`config.mk`:
```
export PLATFORM = sky130hd
export DESIGN_NAME = phy_rx_lane_sync
export DESIGN_NICKNAME = d
export VERILOG_FILES = /design/src/rtl/phy_rx_pkg.sv /design/src/rtl/phy_rx_comma_det.sv /design/src/rtl/phy_rx_lane_sync.sv
export SDC_FILE = /design/constraint.sdc
export NUM_CORES = 1
export LEC_CHECK = 0
export ABC_AREA = 1
export CAP_MARGIN = 30
export CORE_MARGIN = 2
export CORE_UTILIZATION = 52
export CTS_CLUSTER_SIZE = 14
export DETAILED_ROUTE_END_ITERATION = 10
export PLACE_DENSITY = 0.87
export SETUP_SLACK_MARGIN = 0.15
export SLEW_MARGIN = 20
export SYNTH_ARGS = -nofsm -noshare
export SYNTH_HDL_FRONTEND = slang
export SYNTH_SLANG_ARGS = --single-unit
```
`constraint.sdc`:
```
create_clock -name clk_8f -period 1.57 [get_ports clk_8f]
set_clock_uncertainty 0.1 [all_clocks]
set_input_delay 0.314 -clock clk_8f [delete_from_list [all_inputs] [get_ports clk_8f]]
set_output_delay 0.314 -clock clk_8f [all_outputs]
set_load 0.01 [all_outputs]
```
`src/rtl/phy_rx_pkg.sv`:
```
// phy_rx_pkg: shared symbol, width and lane-sync state definitions for the phy_rx path
package phy_rx_pkg;
  localparam int BYTE_W = 8;
  localparam logic [BYTE_W-1:0] COMMA_BC = 8'hBC;
  typedef enum logic [1:0] {SEARCH = 2'd0, ALIGN = 2'd1, ACTIVE = 2'd2} state_t;
endpackage

```
`src/rtl/phy_rx_comma_det.sv`:
```
// phy_rx_comma_det: MSB-first deserialising shift register with comma compare
module phy_rx_comma_det
  import phy_rx_pkg::*;
#(
  parameter logic [BYTE_W-1:0] COMMA = COMMA_BC
) (
  input  logic              clk_8f,
  input  logic              reset,
  input  logic              data_in,
  output logic [BYTE_W-1:0] sr,
  output logic              comma_hit
);
  always_ff @(posedge clk_8f or negedge reset)
    if (!reset) sr <= '0;
    else sr <= {sr[BYTE_W-2:0], data_in};
  assign comma_hit = sr == COMMA;
endmodule

```
`src/rtl/phy_rx_lane_sync.sv`:
```
// phy_rx_lane_sync: comma hunt, byte alignment lock and byte delivery for one serial lane
module phy_rx_lane_sync
  import phy_rx_pkg::*;
#(
  parameter logic [BYTE_W-1:0] COMMA       = COMMA_BC,
  parameter int                BC_REQUIRED = 4
) (
  input  logic              clk_8f,
  input  logic              reset,
  input  logic              data_in,
  output logic [BYTE_W-1:0] data_out,
  output logic              valid_out,
  output logic              active,
  output logic              byte_strobe
);
  localparam bit         ONE_BC  = BC_REQUIRED == 1;
  localparam logic [2:0] BC_LAST = 3'(BC_REQUIRED - 1);
  state_t state, state_nxt;
  logic [2:0] bit_cnt, bit_cnt_nxt, bc_cnt, bc_cnt_nxt;
  logic [BYTE_W-1:0] sr;
  logic comma_hit, boundary, cap;
  phy_rx_comma_det #(.COMMA(COMMA)) u_det (
    .clk_8f   (clk_8f),
    .reset    (reset),
    .data_in  (data_in),
    .sr       (sr),
    .comma_hit(comma_hit)
  );
  assign boundary = state != SEARCH && bit_cnt == 3'd0;
  assign cap      = state == ACTIVE && boundary;
  assign active   = state == ACTIVE;
  always_comb begin
    state_nxt   = state;
    bit_cnt_nxt = state == SEARCH ? 3'd0 : bit_cnt + 3'd1;
    bc_cnt_nxt  = bc_cnt;
    case (state)
      SEARCH: if (comma_hit) begin
        state_nxt   = ONE_BC ? ACTIVE : ALIGN;
        bit_cnt_nxt = 3'd1;
        bc_cnt_nxt  = ONE_BC ? 3'd0 : 3'd1;
      end
      ALIGN: if (boundary) begin
        state_nxt   = !comma_hit ? SEARCH : bc_cnt == BC_LAST ? ACTIVE : ALIGN;
        bc_cnt_nxt  = comma_hit && bc_cnt != BC_LAST ? bc_cnt + 3'd1 : 3'd0;
        bit_cnt_nxt = comma_hit ? bit_cnt_nxt : 3'd0;
      end
      default: ;
    endcase
  end
  always_ff @(posedge clk_8f or negedge reset)
    if (!reset) begin
      state       <= SEARCH;
      bit_cnt     <= '0;
      bc_cnt      <= '0;
      data_out    <= '0;
      valid_out   <= 1'b0;
      byte_strobe <= 1'b0;
    end else begin
      state       <= state_nxt;
      bit_cnt     <= bit_cnt_nxt;
      bc_cnt      <= bc_cnt_nxt;
      byte_strobe <= cap;
      if (cap) begin
        data_out  <= sr;
        valid_out <= !comma_hit;
      end
    end
endmodule

```
==> impl_results.md <==
- Area of the core: 0.00194 mm²
- 1st-pass router iterations: 4
- Diode count: 0
- Sw Share: 35.7%
- Cell Pwr Density: 1060 mW/mm²
- Actual slew at the worst max-slew pin: 0.329 ns
- Chip height: 49.1 µm
- GRT Residual Overflow: 0
- Via count: 867
- Clock root buffer: clkbuf_4
- TritonCTS Sinks: 26
- RSZ-0062 raised after global routing: true
- Total GRT Usage: 18.4%
- Maximum VDD drop: 1.02 mV
- Slew headroom: 78.1%
- Status: complete, no violations
- Post-route minimum period: 1.50 ns
- CP arrival: 1.61 ns
- Synth Register Bits: 26
- Port-buffer cells: 13
- Power, Total: 1.56 mW
- Crit-path slowest cell: dfrtp_1
- WP data required: 1.68 ns
- DRC viols: 0
- Post-synthesis sequential area ratio: 61.5%
- Longest Clk Path Bufs: 2
- Int Power: 1.01 mW
- WL/cell: 14.9 µm
- Fmax: 668 MHz
- Top cells by area, synth: dfrtp_1, nand2_1, ha_1, inv_1, nand3_1
- Initial core utilization: 54.5%
- Largest delay share family, worst path: simple AND/OR/NAND/NOR gates
- Core Rows: 16
- Final Hold Viols: 0
- Part of the power in combinational logic: 32.8%
- # setup viols final: 0
- Final wirelength: 2490 µm
- Crit. End Element: register
- Area growth syn-to-layout: 38.7%
- Setup ws final: 0.0724 ns
- Mapped Nets: 112
- Max-slew violations: 0
- Die width: 49.1 µm
- Starting DRT DRC Count: 35
- Nets: 149
- Post-Syn Area: 0.00106 mm²
- Share of layout cells above drive strength 1: 41.4%
- Hpwl dp: 1320 µm
- Synth cell types: 18
- WP buf/inv: 2
- Share of the synthesized area in the top cell type: 61.5%
- TritonCTS clock tree: built
- Vias/cell: 5.19
- P_leak: 0.766 nW
- Initial antenna violation count: 0
- Vias in the first global route: 767
- Setup Slack @ Placement: 0.0490 ns
- Gate Count Post-Synth: 105
- Tightest Hold Check Type: in2async
- Htree depth: 1
- Die ar.: 0.00241 mm²
- # IOs: 14
- Crit. Startpoint: state[1]$_DFFE_PN0P_
- Largest net degree at the start of global routing: 27
- CTS Buf Count: 3
- Clk Latency, worst-skew pair: 0.31 ns
- Critical Path Start Type: register
- Worst path max stage delay: 0.42 ns
- MaxCap Viol Count: 0
- Post-synth top area cell: dfrtp_1
- NetSw: 0.558 mW
- Reg2reg start: state[1]$_DFFE_PN0P_
- Max FO, Critical Path: 4
- Crit share post-route: 95.4%
- Worst-path cell chain: buf_4 -> buf_4 -> nor2_4 -> nand3_4 -> nand2_2 -> nand2_1 -> o21ai_0
- GPL Wtd Cong: 0.723
- Post-route ant nets: 0
- Top cell by count, worst path: buf_4
- Reg power frac: 49.9%
- Setup TNS: 0 ns
- First-pass GRT wire length: 3240 µm
- Clock-pin slew on the worst setup and hold paths: 0.14 ns
- Mapped Avg Cell Area: 10.1 µm²
- Setup CP Type: reg2reg
- Clk network pwr share: 17.3%
- Yosys warnings: 0
[power groups by stage]
stage          logic (mW)  registers (mW)  clock network [mW]
2_1_floorplan       0.241           0.775                   0
3_3_place_gp        0.314           0.778                   0
3_5_place_dp        0.326           0.784                   0
4_1_cts             0.335           0.770               0.274
5_1_grt             0.567           0.784               0.305
6_report            0.512           0.779               0.271
[logic make-up (layout without fill, tap and decap cells)]
group           Yosys count  in the layout  share of synthesized area, %
simple gates             49             49                          20.6
compound gates            8              8                          5.20
fa+ha+maj                 4              4                          4.73
buf+inv                  17             52                          7.21
flops                    26             26                          61.5
xor+xnor                  1              1                         0.828
[cells in the final DEF, fill, tap and decap left out, drive strengths merged]
| cell type | netlist | routed |
|---|---|---|
| a31oi | 1 | 1 |
| buf | 1 | 21 |
| clkbuf | 0 | 6 |
| clkdlybuf4s15 | 0 | 7 |
| clkdlybuf4s50 | 0 | 2 |
| clkinv | 1 | 1 |
| dfrtp | 26 | 26 |
| ha | 4 | 4 |
| inv | 15 | 15 |
| nand2 | 33 | 33 |
| nand3 | 7 | 7 |
| nor2 | 9 | 9 |
| o21ai | 6 | 6 |
| o31ai | 1 | 1 |
| xnor2 | 1 | 1 |
[Yosys cell counts, drive strengths merged]
| master | n |
|---|---|
| nand2 | 33 |
| inv | 15 |
| a31oi | 1 |
| buf | 1 |
| ha | 4 |
| dfrtp | 26 |
| xnor2 | 1 |
| o31ai | 1 |
| nor2 | 9 |
| o21ai | 6 |
| clkinv | 1 |
| nand3 | 7 |
[sequential cells by signal (all words and copies together) (netlist names)]
signal       cells
state            2
byte_strobe      1
data_out         8
bc_cnt           3
valid_out        1
bit_cnt          3
u_det.sr         8
[layer usage]
layer  share of wire (%)  global-route usage, %  vias up  wire [µm]
met2                  50                   29.7       32       1250
li1                    -                      -      396          -
met3                 6.8                   5.21       11        169
met5                   0                      0        -          0
met4                 3.3                   10.5        0         82
met1                  40                   21.9      428        983
[per-stage QoR]
stage          instances  hold slack [ns]  cell area, µm²  util, %
6_report             167            0.246            1470     75.6
5_1_grt              167            0.254            1470     75.6
4_1_cts              152            0.243            1260     65.1
3_5_place_dp         146            0.269            1230     63.1
3_3_place_gp         146            0.259            1230     63.1
2_1_floorplan        105          -0.0816            1060        -
[cell type report]
class | instances | area (µm²)
clock buffers | 3 | 22.5
fillers | 120 | 474
inverters | 16 | 67.6
multi-input cells | 62 | 407
flip-flops and latches | 26 | 651
well taps | 27 | 33.8
repair buffers | 33 | 287
[path summary, 6_finish.rpt]
path | to | slack (ns) | cells after the start
hold reg to reg | u_det.sr[1]$_DFF_PN0_ | 0.30 | 0
hold / removal | bc_cnt[2]$_DFFE_PN0P_ | 0.25 | 2
setup / recovery | state[0]$_DFFE_PN0P_ | 0.07 | 7
min in group clk_8f | u_det.sr[1]$_DFF_PN0_ | 0.30 | 0
setup reg to reg | state[0]$_DFFE_PN0P_ | 0.07 | 7
max in group asynchronous | u_det.sr[5]$_DFF_PN0_ | 0.87 | 2
[what timing repair did]
item,CTS,global route
setup buffers,3,15
gates resized for setup,15,40
endpoints found under the hold margin,0,0
endpoints found under the setup margin,23,28
pin swaps,0,10
hold buffers,0,0
Note: power is estimated with default switching activity, not from simulation.
